==> src/rtl/ecm_output_control_sequencer.sv <==
// ecm_output_control_sequencer
//
// Purpose: walks a per-channel control table out to the output block one
// channel per clock. Dwell_start triggers an APPLY scan, which copies the
// shadow table. Dwell_end triggers a BLANK scan, which writes code 0 to every
// channel. A trigger that arrives during a scan is held in a one-deep pending
// slot, so the scans run back to back.
//
// Optional feature: define ECM_OUTPUT_SEQ_DIFF_ONLY_EN to suppress the write
// strobe for channels whose code would not change. A scan still lasts
// NUM_CHANNELS cycles with this feature enabled.
//
// Ports:
//   i_clk                   sole clock, rising edge
//   i_rst_n                 asynchronous active-low reset
//   i_cfg_valid             shadow-table write strobe
//   i_cfg_channel_index     shadow entry to write
//   i_cfg_control           code: 0 disabled, 1 DDS, 2 DRFM, 3 mixer
//   i_dwell_start           pulse requesting an APPLY scan
//   i_dwell_end             pulse requesting a BLANK scan
//   o_output_valid          control write strobe (registered)
//   o_output_channel_index  channel being written (0 when not valid)
//   o_output_control        code being written (0 when not valid)
//   o_busy                  high while a scan is in progress
//   o_error_overrun         sticky: a trigger was dropped because its
//                           pending slot was already full
//
// state    | meaning
// ---------+-----------------------------------------------------------
// ST_IDLE  | no scan running; a trigger starts a scan at channel 0
// ST_APPLY | emitting shadow[r_cnt]; r_cnt is the channel now on outputs
// ST_BLANK | emitting code 0 for channel r_cnt

module ecm_output_control_sequencer #(
    parameter int NUM_CHANNELS        = 8,
    parameter int CHANNEL_INDEX_WIDTH = $clog2(NUM_CHANNELS),
    parameter int CONTROL_WIDTH       = 2
) (
    input  logic                           i_clk,
    input  logic                           i_rst_n,
    input  logic                           i_cfg_valid,
    input  logic [CHANNEL_INDEX_WIDTH-1:0] i_cfg_channel_index,
    input  logic [CONTROL_WIDTH-1:0]       i_cfg_control,
    input  logic                           i_dwell_start,
    input  logic                           i_dwell_end,
    output logic                           o_output_valid,
    output logic [CHANNEL_INDEX_WIDTH-1:0] o_output_channel_index,
    output logic [CONTROL_WIDTH-1:0]       o_output_control,
    output logic                           o_busy,
    output logic                           o_error_overrun
);

    typedef enum logic [1:0] {
        ST_IDLE  = 2'd0,
        ST_APPLY = 2'd1,
        ST_BLANK = 2'd2
    } state_t;

    localparam logic [CHANNEL_INDEX_WIDTH-1:0] LAST_IDX =
        CHANNEL_INDEX_WIDTH'(NUM_CHANNELS - 1);

    state_t                           r_state, w_state_nx;
    logic [CHANNEL_INDEX_WIDTH-1:0]   r_cnt, w_cnt_nx;
    logic                             r_pend_start, w_pend_start_nx;
    logic                             r_pend_end, w_pend_end_nx;
    logic                             r_err, w_err_nx;

    logic                             w_emit;
    logic                             w_emit_blank;
    logic [CHANNEL_INDEX_WIDTH-1:0]   w_emit_idx;
    logic [CONTROL_WIDTH-1:0]         w_emit_code;
    logic                             w_write_valid;

    logic [CONTROL_WIDTH-1:0]         r_shadow [NUM_CHANNELS];

    logic                             r_out_valid;
    logic [CHANNEL_INDEX_WIDTH-1:0]   r_out_idx;
    logic [CONTROL_WIDTH-1:0]         r_out_ctrl;

    // The emission decided in this cycle is registered at the next edge, so
    // a trigger sampled at edge t puts channel 0 on the outputs at t+1.
    always_comb begin
        w_state_nx      = r_state;
        w_cnt_nx        = r_cnt;
        w_pend_start_nx = r_pend_start;
        w_pend_end_nx   = r_pend_end;
        w_err_nx        = r_err;
        w_emit          = 1'b0;
        w_emit_blank    = 1'b0;
        w_emit_idx      = '0;

        case (r_state)
            ST_IDLE: begin
                // Blanking wins a simultaneous request; the apply waits in
                // the pending slot.
                if (i_dwell_end) begin
                    w_state_nx      = ST_BLANK;
                    w_cnt_nx        = '0;
                    w_emit          = 1'b1;
                    w_emit_blank    = 1'b1;
                    w_pend_start_nx = i_dwell_start;
                end else if (i_dwell_start) begin
                    w_state_nx = ST_APPLY;
                    w_cnt_nx   = '0;
                    w_emit     = 1'b1;
                end
            end
            default: begin
                if (i_dwell_start) begin
                    if (r_pend_start) w_err_nx = 1'b1;
                    else              w_pend_start_nx = 1'b1;
                end
                if (i_dwell_end) begin
                    if (r_pend_end) w_err_nx = 1'b1;
                    else            w_pend_end_nx = 1'b1;
                end

                if (r_cnt != LAST_IDX) begin
                    w_cnt_nx     = r_cnt + 1'b1;
                    w_emit       = 1'b1;
                    w_emit_idx   = w_cnt_nx;
                    w_emit_blank = (r_state == ST_BLANK);
                end else if (w_pend_end_nx) begin
                    // A trigger that arrives on the last channel is treated
                    // as pending, so it also chains with no idle gap.
                    w_state_nx    = ST_BLANK;
                    w_cnt_nx      = '0;
                    w_pend_end_nx = 1'b0;
                    w_emit        = 1'b1;
                    w_emit_blank  = 1'b1;
                end else if (w_pend_start_nx) begin
                    w_state_nx      = ST_APPLY;
                    w_cnt_nx        = '0;
                    w_pend_start_nx = 1'b0;
                    w_emit          = 1'b1;
                end else begin
                    w_state_nx = ST_IDLE;
                    w_cnt_nx   = '0;
                end
            end
        endcase
    end

    // The shadow read happens before the same-edge write lands. A
    // configuration write that races the scan therefore affects only the
    // next scan.
    assign w_emit_code = w_emit_blank ? '0 : r_shadow[w_emit_idx];

`ifdef ECM_OUTPUT_SEQ_DIFF_ONLY_EN
    logic [CONTROL_WIDTH-1:0] r_active [NUM_CHANNELS];

    assign w_write_valid = w_emit && (w_emit_code != r_active[w_emit_idx]);

    always_ff @(posedge i_clk or negedge i_rst_n) begin
        if (!i_rst_n) begin
            for (int i = 0; i < NUM_CHANNELS; i++) r_active[i] <= '0;
        end else if (w_emit) begin
            r_active[w_emit_idx] <= w_emit_code;
        end
    end
`else
    assign w_write_valid = w_emit;
`endif

    always_ff @(posedge i_clk or negedge i_rst_n) begin
        if (!i_rst_n) begin
            for (int i = 0; i < NUM_CHANNELS; i++) r_shadow[i] <= '0;
        end else if (i_cfg_valid) begin
            r_shadow[i_cfg_channel_index] <= i_cfg_control;
        end
    end

    always_ff @(posedge i_clk or negedge i_rst_n) begin
        if (!i_rst_n) begin
            r_state      <= ST_IDLE;
            r_cnt        <= '0;
            r_pend_start <= 1'b0;
            r_pend_end   <= 1'b0;
            r_err        <= 1'b0;
            r_out_valid  <= 1'b0;
            r_out_idx    <= '0;
            r_out_ctrl   <= '0;
        end else begin
            r_state      <= w_state_nx;
            r_cnt        <= w_cnt_nx;
            r_pend_start <= w_pend_start_nx;
            r_pend_end   <= w_pend_end_nx;
            r_err        <= w_err_nx;
            r_out_valid  <= w_write_valid;
            r_out_idx    <= w_write_valid ? w_emit_idx  : '0;
            r_out_ctrl   <= w_write_valid ? w_emit_code : '0;
        end
    end

    assign o_output_valid         = r_out_valid;
    assign o_output_channel_index = r_out_idx;
    assign o_output_control       = r_out_ctrl;
    assign o_busy                 = (r_state != ST_IDLE);
    assign o_error_overrun        = r_err;

endmodule

==> config.mk <==
export PLATFORM = sky130hd
export DESIGN_NAME = ecm_output_control_sequencer
export DESIGN_NICKNAME = d
export VERILOG_FILES = /design/src/rtl/ecm_output_control_sequencer.sv
export SDC_FILE = /design/constraint.sdc
export NUM_CORES = 1
export LEC_CHECK = 0
export CORE_MARGIN = 4
export CORE_UTILIZATION = 48
export DETAILED_ROUTE_END_ITERATION = 7
export GPL_TIMING_DRIVEN = 0
export MAX_ROUTING_LAYER = met4
export PLACE_DENSITY_LB_ADDON = 0.2
export SLEW_MARGIN = 15
export SYNTH_ARGS = -nofsm -noshare
export SYNTH_HDL_FRONTEND = slang
export SYNTH_SLANG_ARGS = --single-unit
export TNS_END_PERCENT = 30
==> constraint.sdc <==
create_clock -name i_clk -period 1.9 [get_ports i_clk]
set_input_delay 0.38 -clock i_clk [delete_from_list [all_inputs] [get_ports i_clk]]
set_output_delay 0.38 -clock i_clk [all_outputs]
set_load 0.01 [all_outputs]
After elaboration in Yosys (flattened, before gate mapping)
Index checks and enable logic that the tools add are counted.

storage, ports and cells
  flip-flop bits (word level) = 30
  input port bits = 10
  word-level logic and storage cells = 74

operators by class
  add/subtract/negate cells = 1
  $lt $le $gt $ge = 3
  equality and inequality tests = 5
  mux-type cells = 43
  bitwise gates (word level) = 2
  reduce and logical (&&, ||, !) cells = 4

operators with widths
  operator             number
  $mux 1               24
  $mux 2               10
  $mux 3               6
  $bwmux 16            1
  $ge 4x4->1 const B   2
  $not 3->4            2
  $bmux 2 s3           1
  $demux 2 s3          1
  $ne 3x3->1 const B   2
  $lt 4x1->1 const B   1
  $add 3x1->3 const B  1
  $eq 2x2->1 const B   1
  $logic_not 2->1      1
  $ne 2x1->1 const B   1
  $ne 2x2->1 const B   1
  $reduce_and 2->1     1
  $reduce_bool 2->1    1
  $logic_and 1x1->1    1

Depth between registers and ports, before layout
Gate-level depths: netlist (run 1).

  word-level depth = 9
  gate-level depth with buffers = 6
  gate-level depth less buffers = 6

Worst setup path after synthesis (run 1)
Ideal clock, no wire load.

  kind = register to register
  from = register r_cnt[0]
  to = register r_out_ctrl[0] (netlist: o_output_control[0])
  data arrival time = 1.747 ns
  required time = 1.772 ns
  slack = 0.025 ns
  stages on the path, launching flop included = 7
  path buffers = 0
  period minus slack after synthesis = 1.875 ns
  cells stage by stage = dfrtp_1 -> ha_1 -> ha_1 -> nor2_8 -> mux4_2 -> nand3_1 -> a31oi_1

between the ends
  longest elaborated chain between the ends = 9
  elaborated cells on any way between the ends = 14
  those cells by class = add/sub: 1; eq/ne: 1; mux: 11; bitwise: 1

RTL lines
  item                                              RTL line  source
  start, declared                                   63        logic [CHANNEL_INDEX_WIDTH-1:0] r_cnt, w_cnt_nx;
  start signal, assigned                            185       r_cnt <= w_cnt_nx;
  $add 3x1->3 / $ne 3x3->1 (equally long branches)  119, 118
  $mux 3                                            118       if (r_cnt != LAST_IDX) begin
  $mux 3                                            92        case (r_state)
  $not 3->4 (not written as such)                   147       assign w_emit_code = w_emit_blank ? '0 : r_shadow[w_emit_idx];
  $bmux 2 s3                                        147
  $mux 2 (not written as such) (2 in a row)         147
  $mux 2                                            147
  $mux 2 (*)                                        191       r_out_ctrl <= w_write_valid ? w_emit_code : '0;
  end signal, assigned                              191
  end, declared                                     78        logic [CONTROL_WIDTH-1:0] r_out_ctrl;

Mark *: on every way between the ends. The rest lies on a longest branch, timed or not. The select of a mux whose other input is x is not followed.
A chain may end at the register's enable or synchronous reset.

Worst setup path in the final report (run 1)
  from = register r_state[0]
  to = output port o_busy

between the ends
  longest elaborated chain between the ends = 1

RTL lines
  item                    RTL line  source
  start, declared         62        state_t r_state, w_state_nx;
  start signal, assigned  184       r_state <= w_state_nx;
  $reduce_bool 2->1       198       assign o_busy = (r_state != ST_IDLE);
  end, declared           49        output logic o_busy,

No other way between the ends.

==> run metrics, run 1 <==
critical path, cell by cell nor2_4 > inv_4 > buf_4 > dlygate4sd2_1; Slew Viols, Final 0; DR DRC count 0; number of distinct library cells after synthesis 35; I/O Pins 18; Final Net Count 145; Rows 19; Die X-Extent 61.9 microns; RSZ-0062 raised after global routing false; Avg Cell Area, Syn 12.9 sq um; Overflow after GRT 0; Cell Count, Final, Fillers Out 165; Post-DP Area 1590 sq um; Initial Util 50.5%; Post-Route WL 2.55 mm; async set or reset register ratio after synthesis 100%; Arr. time, crit path 1430 ps; Initial DRC Count 27; CTS Hold Bufs 0; clk_skew 3.82 ps; clk_lat worst skew roughly 330 ps; CP endpoint kind primary output; clk sink count 30; final period utilization a little over nine tenths; Final setup viols 0; crit start category register; Finished Core Util 61.0%; DP Worst Slack -137 ps; post-synthesis instance total 108; wire per inst 15.5 microns; Max Fclk 0.551 GHz; worst min-delay path category primary input to asynchronous set/reset pin; Relative slew margins 55.7%; total power between 2 and 2.5 mW; CTS tree done; layout cells sized above 1 29.1%; most common cell after layout, fill and taps aside dfrtp_1; Worst-Margin Slew 664 ps; final worst setup slack 85.3 ps; Mapped Nets 120; Setup CP Type register to primary output; gpl congestion just over 0.8; drt pass-1 iters 4; register area share after synthesis 53.9%; setup tns final 0 ps; Finished Cell Area approximately 1700 sq um; number of global-route vias before repair approximately 980; CTS Buf Count 5; remaining antenna violation count after routing 0; Seq. cell area 752 sq um; largest net degree at the start of global routing 31; DP HPWL 1.84 mm; Tmin final 1810 ps; CP max FO 10; CTS Buffer Depth 2; placed insts 155; number of flops mapped to enable cells by yosys 0; CTS H-tree depth 2; status complete, no violations; commonest non-fill, non-tap cells in the layout 29 x dfrtp_1, 17 x mux2_2, 14 x clkdlybuf4s50_1; initial antenna violation count 0; synth-to-layout area growth 20.7%; Post-Syn Area between 1000 and 1500 sq um; Root Driver clkbuf_4; Slowest-stage cell, CP dfrtp_1; Die H just over 60 microns; Yosys reg bits 30; ANT cells 0; Core Region around 2800 sq um; Yosys warnings 0; overall routing resource usage 16.4%; fillers between 200 and 250; Critical path buffers and inverters 3; Port Buffers 16; delay of the slowest critical-path stage 430 ps; multi-input logic area roughly 630 sq um; via count 955; worst vdd ir 1.28 mV; Final Hold Vio Count 0; Power Dens Cells 1400 nW/um^2; Critical Path RT 1520 ps; clock-pin transition on the worst setup and hold timing paths about 90 ps; DIE AREA 3830 sq um; hold slack 71.4 ps; max-cap violation count 0; ys flop type dfrtp_1; first-pass GRT wire length 4.28 mm; Via-to-Cell Ratio 5.79; leakage power 0.692 nW; CP delay by family, top buffers and inverters
## cells by family (layout without fill, tap and decap cells)
group | count (synthesis) | after routing | share of synthesized area [%]
mux | 21 | 21 | 18.4
fa+ha+maj | 2 | 2 | 1.80
simple gates | 32 | 32 | 14.7
compound gates | 18 | 18 | 9.07
buf+inv | 5 | 31 | 2.15
flops | 30 | 30 | 53.9
## power by group
group	internal, mW	switching, mW	total, mW	leakage [nW]
logic	0.593	0.438	1.03	0.310
registers	0.829	0.102	0.931	0.347
clock network	0.179	0.212	0.391	0.0353
## sequential cells by signal (all words and copies together) (netlist names)
| register | flops |
|---|---|
| r_cnt | 3 |
| o_output_valid | 1 |
| r_pend_end | 1 |
| r_pend_start | 1 |
| o_output_control | 2 |
| o_error_overrun | 1 |
| r_state | 2 |
| o_output_channel_index | 3 |
| r_shadow | 16 |
## per-layer routing
layer	share of wire, %	track usage [%]	vias up
met5	0	-	-
met4	2.7	11.2	0
met3	5.4	3.93	6
met2	50	26.2	24
met1	42	18.1	466
li1	-	-	459
## final timing paths
| kind | start | end | slack [ps] | cells past startpoint |
|---|---|---|---|---|
| worst min-delay path | i_rst_n | r_cnt[2]$_DFFE_PN0P_ | 70 | 1 |
| worst max register to register | r_cnt[0]$_DFFE_PN0P_ | o_output_control[1]$_DFF_PN0_ | 110 | 6 |
| max in group asynchronous | i_rst_n | r_cnt[0]$_DFFE_PN0P_ | 1350 | 1 |
| worst max-delay path | r_state[0]$_DFFE_PN0P_ | o_busy | 90 | 4 |
| min in group i_clk | i_dwell_end | r_pend_start$_DFFE_PN0P_ | 440 | 3 |
| worst min register to register | o_error_overrun$_DFFE_PN0N_ | o_error_overrun$_DFFE_PN0N_ | 490 | 1 |
## synth_stat cells, drive strengths merged, types with 2 or more instances
master  count  share of area, %
nor3b       3               2.0
mux4        2               3.2
nand4b      3               1.9
inv         2              0.72
a22o        2               1.3
and3        2              0.90
nand2       4               1.1
nor2        8               3.5
o21ai       2              0.72
nand3       4               1.4
mux2       17                14
buf         2               1.2
a21oi       4               1.4
a22oi       3               1.6
dfrtp      30                54
mux2i       2               1.4
nor3        3               1.4
a31oi       2              0.90
ha          2               1.8
a221o       2               1.4
## layout make-up
type	count	share of cell area, %
Sequential cell	30	44.7
Inverter	2	0.595
Buffer	3	1.34
Clock inverter	1	0.297
Clock buffer	7	3.27
Tap cell	31	2.30
Timing Repair Buffer	18	10.0
Multi-Input combinational cell	73	37.5
## worst reg2reg max path, cell delays in order (launching register included)
cell	delay, ps
dfrtp_2	410
ha_1	230
ha_4	200
nor2_8	150
mux4_2	520
nand3_1	100
a31oi_1	70
## timing repair
action / in CTS / in global routing
pin swaps: 2 / 0
setup endpoints to repair: 3 / 2
gates resized for setup: 6 / 0
setup buffers: 1 / 1
No activity file was read; power rests on OpenSTA's default activity.
==> run 2, diff against run 1 <==
==> constraint.sdc (replaced) <==
create_clock -name i_clk -period 1.5 [get_ports i_clk]
set_input_delay 0.3 -clock i_clk [delete_from_list [all_inputs] [get_ports i_clk]]
set_output_delay 0.3 -clock i_clk [all_outputs]
set_load 0.01 [all_outputs]
==> run metrics, run 2 (synthesis gave the netlist of run 1 again) <==
Critical Path RT 1720 ps; most common cell after layout, fill and taps aside dfrtp_1; CTS Buf Count 5; placed insts 155; Setup CP Type register to register; final worst setup slack -207 ps; I/O Pins 18; Worst Hold Depth 3; clk sink count 30; FF-to-FF setup slack -210 ps; Arr. time, crit path 1920 ps; clock-pin transition on the worst setup and hold timing paths 90 ps; Root Driver clkbuf_4; Core Region between 2000 and 3000 sq um; Max Fclk 0.586 GHz; remaining antenna violation count after routing 0; DP Worst Slack -382 ps; Post-DP Area 1610 sq um; Worst-Margin Slew between 600 and 700 ps; Via-to-Cell Ratio 5.88; CTS H-tree depth 2; commonest non-fill, non-tap cells in the layout 29 x dfrtp_1, 16 x mux2_2, 7 x clkdlybuf4s50_1, 7 x dlygate4sd2_1, 6 x buf_4; Final Hold Vio Count 0; worst vdd ir 1.38 mV; delay of the slowest critical-path stage 520 ps; clk_lat worst skew around 330 ps; ANT cells 0; drt pass-1 iters 4; Die H roughly 62 microns; Finished Cell Area ~1800 sq um; DR DRC count 0; Largest register FFs 16; Slew Viols, Final 0; Die X-Extent 61.9 microns; CTS tree done; r2r worst-path depth 6; Final setup viols 6; most frequent CP cell ha_4; synth-to-layout area growth 27.0%; failing checks negative setup slack; critical path, cell by cell ha_4 > ha_4 > nor2_8 > mux4_2 > nand3_2 > a31oi_1; RSZ-0062 raised after global routing true; Cell Count, Final, Fillers Out between 150 and 200; Relative slew margins between 50% and 60%; leakage power 0.742 nW; DP HPWL 1.95 mm; Tmin final 1710 ps; worst min-delay path category primary input to register; CTS Buffer Depth 2; number of global-route vias before repair around 1000; Power Dens Cells ~1700 nW/um^2; Rows 19; clk_skew 11.8 ps; via count 993; Slowest-stage cell, CP mux4_2; wire per inst 16.5 microns; layout cells sized above 1 a little under two fifths; Post-Route WL roughly 2.8 mm; max-cap violation count 0; gpl congestion 0.781; Initial DRC Count 46; Overflow after GRT 0; crit start category register; CP delay by family, top multiplexers; DIE AREA 3830 sq um; Reg with most FFs r_shadow; Critical path buffers and inverters 0; CP endpoint kind register; initial antenna violation count 0; largest net degree at the start of global routing 31; Initial Util 50.5%; Final Net Count 150; Critical Path Stages 6; status finished with violations; Port Buffers 16; CP max FO 5; final period utilization 114%; overall routing resource usage 18.6%; first-pass GRT wire length ~4.8 mm; total power 3.10 mW
==> run 2: cell types whose count changed in the layout (fill, tap and decap cells not counted), sizes merged <==
cell,change
clkdlybuf4s50,-7
dlygate4sd2,+6
buf,+5
clkinv,-1
dlygate4sd3,+1
==> run 2: path summary, 6_finish.rpt <==
| check | start | endpoint |
|---|---|---|
| worst max-delay path | r_cnt[0]$_DFFE_PN0P_ | o_output_control[0]$_DFF_PN0_ |
| worst min-delay path | i_dwell_end | r_pend_start$_DFFE_PN0P_ |
| worst max register to register | r_cnt[0]$_DFFE_PN0P_ | o_output_control[0]$_DFF_PN0_ |
| worst min register to register | o_error_overrun$_DFFE_PN0N_ | o_error_overrun$_DFFE_PN0N_ |
| max in group asynchronous | i_rst_n | r_cnt[0]$_DFFE_PN0P_ |
| min in group asynchronous | i_rst_n | r_cnt[2]$_DFFE_PN0P_ |
==> run 2: power by group <==
group	switching [mW]	internal, mW
combinational	0.628	0.800
clock	0.255	0.221
sequential	0.142	1.05
==> run 2: metrics by stage <==
| stage | util [%] | hold slack [ps] | setup TNS (ps) |
|---|---|---|---|
| after floorplan | - | 4.41 | -359 |
| after detailed placement | 58.5 | 372 | -3670 |
| after CTS | 63.5 | 389 | -709 |
| after global placement | 58.7 | 462 | -13030 |
| final | 64.2 | 426 | -706 |
| after global routing | 64.2 | 409 | -1120 |
==> run 2: layout make-up <==
class,instances,area [sq um]
Sequential cell,30,752
Buffer,3,30.0
Clock buffer,7,55.1
Fill cell,227,987
Multi-Input combinational cell,73,682
Tap cell,31,38.8
Inverter,2,10.0
Timing Repair Buffer,23,203
==> run 2: metal layers <==
metal,vias up,global-route usage [%],part of all wire [%]
li1,465,-,-
met1,493,20.3,40
met2,25,29.1,51
met3,10,5.17,5.0
met4,0,13.0,3.4
met5,-,-,0
==> run 2: repair_timing <==
item,4_1_cts,5_1_grt
hold buffers,1,0
gates resized for setup,20,5
setup endpoints to repair,16,12
hold endpoints to repair,5,0
setup buffers,6,0
pin swaps,3,2
==> run 2: worst register-to-register path, delay by kind of cell, from the launching register on <==
| kind | cells | cell delay (ps) |
|---|---|---|
| flip-flops | 1 | 430 |
| AO/OA/AOI/OAI | 1 | 60 |
| adder cells (fa/ha/maj) | 2 | 360 |
| multiplexers | 1 | 520 |
| AND/OR/NAND/NOR | 2 | 220 |
==> run 3, diff against run 2 <==
--- a/config.mk
+++ b/config.mk
@@ -6,7 +6,7 @@
 export NUM_CORES = 1
 export LEC_CHECK = 0
 export CORE_MARGIN = 4
-export CORE_UTILIZATION = 48
+export CORE_UTILIZATION = 40
 export DETAILED_ROUTE_END_ITERATION = 7
 export GPL_TIMING_DRIVEN = 0
 export MAX_ROUTING_LAYER = met4
==> run metrics, run 3 (synthesis gave the netlist of run 1 again) <==
status finished with violations; failing checks negative hold slack, negative setup slack; RSZ-0062 raised after global routing true; Worst-Margin Slew 676 ps; number of global-route vias before repair between 900 and 1000; Root Driver clkbuf_4; Relative slew margins ~55%; Power Dens Cells 1750 nW/um^2; clk sink count 30; clock share of power 14.2%; crit start category register; worst vdd ir 0.760 mV; ANT cells 0; Critical Path Start r_cnt[1]$_DFFE_PN0P_; Post-Route WL 2.76 mm; fillers 319; leakage power 0.764 nW; GR Util met3 5.06%; Slowest-stage cell, CP mux4_2; I/O Pins 18; CTS tree done; DIE AREA 4490 sq um; Final Net Count 149; worst min-delay path category primary input to asynchronous set/reset pin; Final setup viols 6; initial antenna violation count 0; Cell Count, Final, Fillers Out 184; reg2reg start r_cnt[1]$_DFFE_PN0P_; max-cap violation count 0; switching part of the total power 33.0%; Reg with most FFs r_shadow; most common cell after layout, fill and taps aside dfrtp_1; drt pass-1 iters 4; CP max FO 5; r2r worst-path depth 6; Max Fclk 0.584 GHz; synth-to-layout area growth 28.5%; global routing's busiest layer met2; CTS Buf Count 5; GR Util met2 a little under a quarter; Rows 21; Critical path buffers and inverters 0; delay of the slowest critical-path stage approximately 540 ps; layout cells sized above 1 36.2%; Die H 67.0 microns; most frequent CP cell ha_4; DR DRC count 0; final period utilization 114%; Tmin final 1710 ps; Critical Path Stages 6; CTS Buffer Depth 2; Int Pwr 2.10 mW; CP delay by family, top multiplexers; Slew Viols, Final 0; Core Region 3360 sq um; hold slack -0.0500 ps; clk_skew 4.98 ps; via count 982; Post-DP Area ~1600 sq um; first-pass GRT wire length about 4.6 mm; placed insts 170; Port Buffers 16; remaining antenna violation count after routing 0; clock-pin transition on the worst setup and hold timing paths 90 ps; Finished Cell Area around 1800 sq um; Comb pwr share 47.9%; Initial Util 41.4%; Via-to-Cell Ratio 5.34; FF-to-FF setup slack -210 ps; setup tns final -656 ps; Worst setup endpoint o_output_control[1]$_DFF_PN0_; clk_lat worst skew 320 ps; DP HPWL 1.89 mm; largest net degree at the start of global routing 31; CP endpoint kind register; commonest non-fill, non-tap cells in the layout 29 x dfrtp_1, 16 x mux2_2, 7 x clkdlybuf4s50_1; critical path, cell by cell ha_4 > ha_4 > nor2_8 > mux4_2 > nand3_2 > a31oi_1; Largest register FFs 16; Overflow after GRT 0; Critical Path RT 1710 ps; sequential power share between 30% and 40%; DP Worst Slack -385 ps; Die X-Extent 67.0 microns; P_sw slightly above 1 mW; overall routing resource usage 14.5%; wire per inst 15.0 microns; Arr. time, crit path between 1500 and 2000 ps; Setup CP Type register to register; worst r2r dst o_output_control[1]$_DFF_PN0_; CTS H-tree depth 2; Initial DRC Count 35; Final Hold Vio Count 1; GR Util met1 16.0%; gpl congestion 0.754; final worst setup slack -214 ps
## run 3: cell count changes in the layout (fill, tap and decap cells not counted)
cell,before,now
clkbuf_8,1,0
buf_12,0,1
clkbuf_1,2,4
dlygate4sd2_1,7,4
dlygate4sd3_1,1,0
nor3_2,2,1
nor3_1,1,2
buf_4,6,5
dlymetal6s2s_1,0,3
## run 3: stage by stage
step | hold slack, ps | util [%] | power [mW]
finish | -0.0500 | 53.3 | 3.14
global route | 37.2 | 53.3 | 3.35
CTS | 15.6 | 52.4 | 3.17
detailed placement | 374 | 48.5 | 2.55
global placement | 464 | 48.7 | 2.49
floorplan | 4.41 | - | 2.14
## run 3: layout make-up
cell class | count | area [sq um] | area share, %
Inverter | 2 | 10.0 | 0.559
Timing Repair Buffer | 22 | 216 | 12.1
Sequential cell | 30 | 752 | 42.0
Tap cell | 46 | 57.6 | 3.21
Clock buffer | 8 | 48.8 | 2.72
Multi-Input combinational cell | 73 | 677 | 37.8
Buffer | 3 | 30.0 | 1.68
## run 3: worst min-delay path by stage
stage	cells past startpoint	end	from	slack, ps
after global routing	1	o_output_channel_index[2]$_DFF_PN0_	i_rst_n	40
after global placement	1	o_error_overrun$_DFFE_PN0N_	o_error_overrun$_DFFE_PN0N_	460
after CTS	1	o_output_channel_index[1]$_DFF_PN0_	i_rst_n	20
final	1	o_output_channel_index[0]$_DFF_PN0_	i_rst_n	-0.05
after detailed placement	1	o_output_channel_index[1]$_DFF_PN0_	i_rst_n	370
after floorplan	0	o_error_overrun$_DFFE_PN0N_	i_rst_n	4
## run 3: timing repair
item | 4_1_cts | 5_1_grt
endpoints found under the hold margin | 0 | 0
pin swaps | 3 | 4
resized for setup | 17 | 7
hold buffers | 0 | 0
buffers inserted | 5 | 1
setup endpoints to repair | 12 | 13
gates cloned | 0 | 0
## run 3: power by group through the flow
stage	Sequential (mW)	Clock (mW)	Combinational (mW)
after floorplan	1.24	0	0.903
after global placement	1.22	0	1.27
after detailed placement	1.23	0	1.32
after CTS	1.19	0.463	1.51
after global routing	1.21	0.509	1.62
final	1.19	0.445	1.50
## run 3: metal layers
layer	part of all wire, %	vias to the layer above
li1	-	461
met2	52	24
met3	6.1	5
met5	0	-
met4	1.7	0
met1	41	492
==> RTL change (config.mk and constraints of run 2) <==
Build with the macro `ECM_OUTPUT_SEQ_DIFF_ONLY_EN` defined.
--- a/src/rtl/ecm_output_control_sequencer.sv
+++ b/src/rtl/ecm_output_control_sequencer.sv
@@ -30,6 +30,8 @@
 // ST_IDLE  | no scan running; a trigger starts a scan at channel 0
 // ST_APPLY | emitting shadow[r_cnt]; r_cnt is the channel now on outputs
 // ST_BLANK | emitting code 0 for channel r_cnt
+
+`define ECM_OUTPUT_SEQ_DIFF_ONLY_EN
 
 module ecm_output_control_sequencer #(
     parameter int NUM_CHANNELS        = 8,
Behaviour: not the same (Yosys sat finds a counterexample within 4 cycles, from zero or initial values and one cycle with i_rst_n low).
==> RTL change against run 2 <==
The flow still finishes with violations (setup timing); power grew 140%; wire length grew 100%; worst setup slack got worse by 0.57 ns; clock skew down 0.0077 ns; final area up 73%; die area is 55% higher; sequential cell count increased by 16; area after synthesis up 65%; largest power group unchanged.
==> RTL change: results (changes against run 2) <==
Worst-Skew Late Latency=0.30 ns (-0.03 ns); DP Wirelength=3468 microns (+78%); peak supply drop=1.156 mV (-16%); setup ws final=-0.7805 ns (-0.5738 ns); Synth area leaders=dfrtp_1 (50%), mux2_2 (16%), nand3_1 (4.1%); Syn Nets=218 (+82%); Final #Nets=263 (+75%); Final Wtd Congestion=0.8230 (+5.3%); Yosys cell types=38 (+8.6%); Worst Skew=0.004145 ns (-0.007697 ns); switching fraction of total power=39.20% (+6.1 points); Rel. slew slack=68.13% (+12 points); leakage=0.001335 uW (+80%); Adder-Cell Fraction of Synth Area=1.091% (-0.70 points); vias in the first global route=1,889 (+83%); count of final setup violators=29 (+23); 1st-iter DRT viols=86 (+87%); post-synthesis mux area share=17.02% (-1.4 points); largest net degree at the start of global routing=28 (-9.7%); Setup TNS=-16.70 ns (-16.00 ns); Compound-Gate Fraction of Synth Area=12.11% (+3.0 points); synth cell count leaders=dfrtp_1 (46), mux2_2 (32), nand3_1 (19); xor-xnor portion of the synthesized cell area=0.7638% (+0.76 points); Clk Tree Root Cell=clkbuf_8; first-pass GRT wire length=9515 microns (+100%); sequential area share after synthesis=50.19% (-3.7 points); Worst Path Max Fanout=7 (+2); status=finished with violations; vias post-DR=1,781 (+79%); violated checks=setup timing; Max stage delay cell, worst path=dfrtp_1; layout cells sized above 1=41.67% (+4.0 points)
[RTL change: layout make-up]
cell class | instances | area (sq um)
Clock buffer | 6 | 82.58
Fill cell | 315 | 1404
Multi-Input combinational cell | 153 | 1285
Inverter | 1 | 3.754
Sequential cell | 46 | 1151
Clock inverter | 2 | 60.06
Buffer | 6 | 60.06
Tap cell | 52 | 65.06
Timing Repair Buffer | 38 | 362.8
[RTL change: metal layers]
layer	GRT usage, %	up-vias	share of wire [%]
met5	-	-	0
met4	8.719	0	3.5
met3	5.621	17	3.4
met2	33.16	36	49
met1	25.84	887	44
li1	-	841	-
[RTL change: cells by family after synthesis]
logic type | Yosys count
AO/OA/AOI/OAI | 40
XOR/XNOR | 2
adder cells (fa/ha/maj) | 2
flip-flops | 46
AND/OR/NAND/NOR | 74
multiplexers | 35
buffers and inverters | 7
[RTL change: power by group through the flow]
stage / combinational, uW / clock [uW] / sequential (uW)
3_5_place_dp: 3080 / 0 / 1870
5_1_grt: 4740 / 1220 / 1870
4_1_cts: 4200 / 1160 / 1830
3_3_place_gp: 3020 / 0 / 1850
2_1_floorplan: 2300 / 0 / 1840
6_report: 4410 / 1130 / 1830
[RTL change: final timing paths]
check	to	slack, ns
min in group asynchronous	r_shadow[1]$_DFFE_PN0P_	0.48
worst max-delay path	r_active[8]$_DFFE_PN0P_	-0.78
worst min-delay path	r_pend_start$_DFFE_PN0P_	0.43
worst max register to register	r_active[8]$_DFFE_PN0P_	-0.78
max in group asynchronous	r_shadow[4]$_DFFE_PN0P_	0.51
worst min register to register	o_error_overrun$_DFFE_PN0N_	0.48
[RTL change: timing repair]
item / in CTS / in global routing
cloned: 2 / 0
endpoints found under the hold margin: 19 / 0
setup buffers: 14 / 5
resized for setup: 45 / 16
hold buffers: 1 / 0
endpoints found under the setup margin: 33 / 39
pin swaps: 15 / 13
[RTL change: critical path: cells and delay by family (launching register included)]
kind	cells	cell delay, ns
adders and majority gates	2	0.38
muxes	1	0.26
and+or+nand+nor	1	0.21
DFF	1	0.39
AOI/OAI and AO/OA	3	0.58
buffers and inverters	2	0.33
[RTL change: metrics by stage]
step                instance area [sq um]  hold WS [ns]  instances  worst slack (ns)  power (uW)
floorplan                            2336      0.004409        206           -0.7873        4139
global placement                     2561        0.4613        274            -1.206        4877
detailed placement                   2576        0.2904        275            -1.210        4947
CTS                                  2992        0.4042        299           -0.7407        7186
global route                         3070        0.4646        304           -0.8805        7831
finish                               3070        0.4323        304           -0.7805        7375
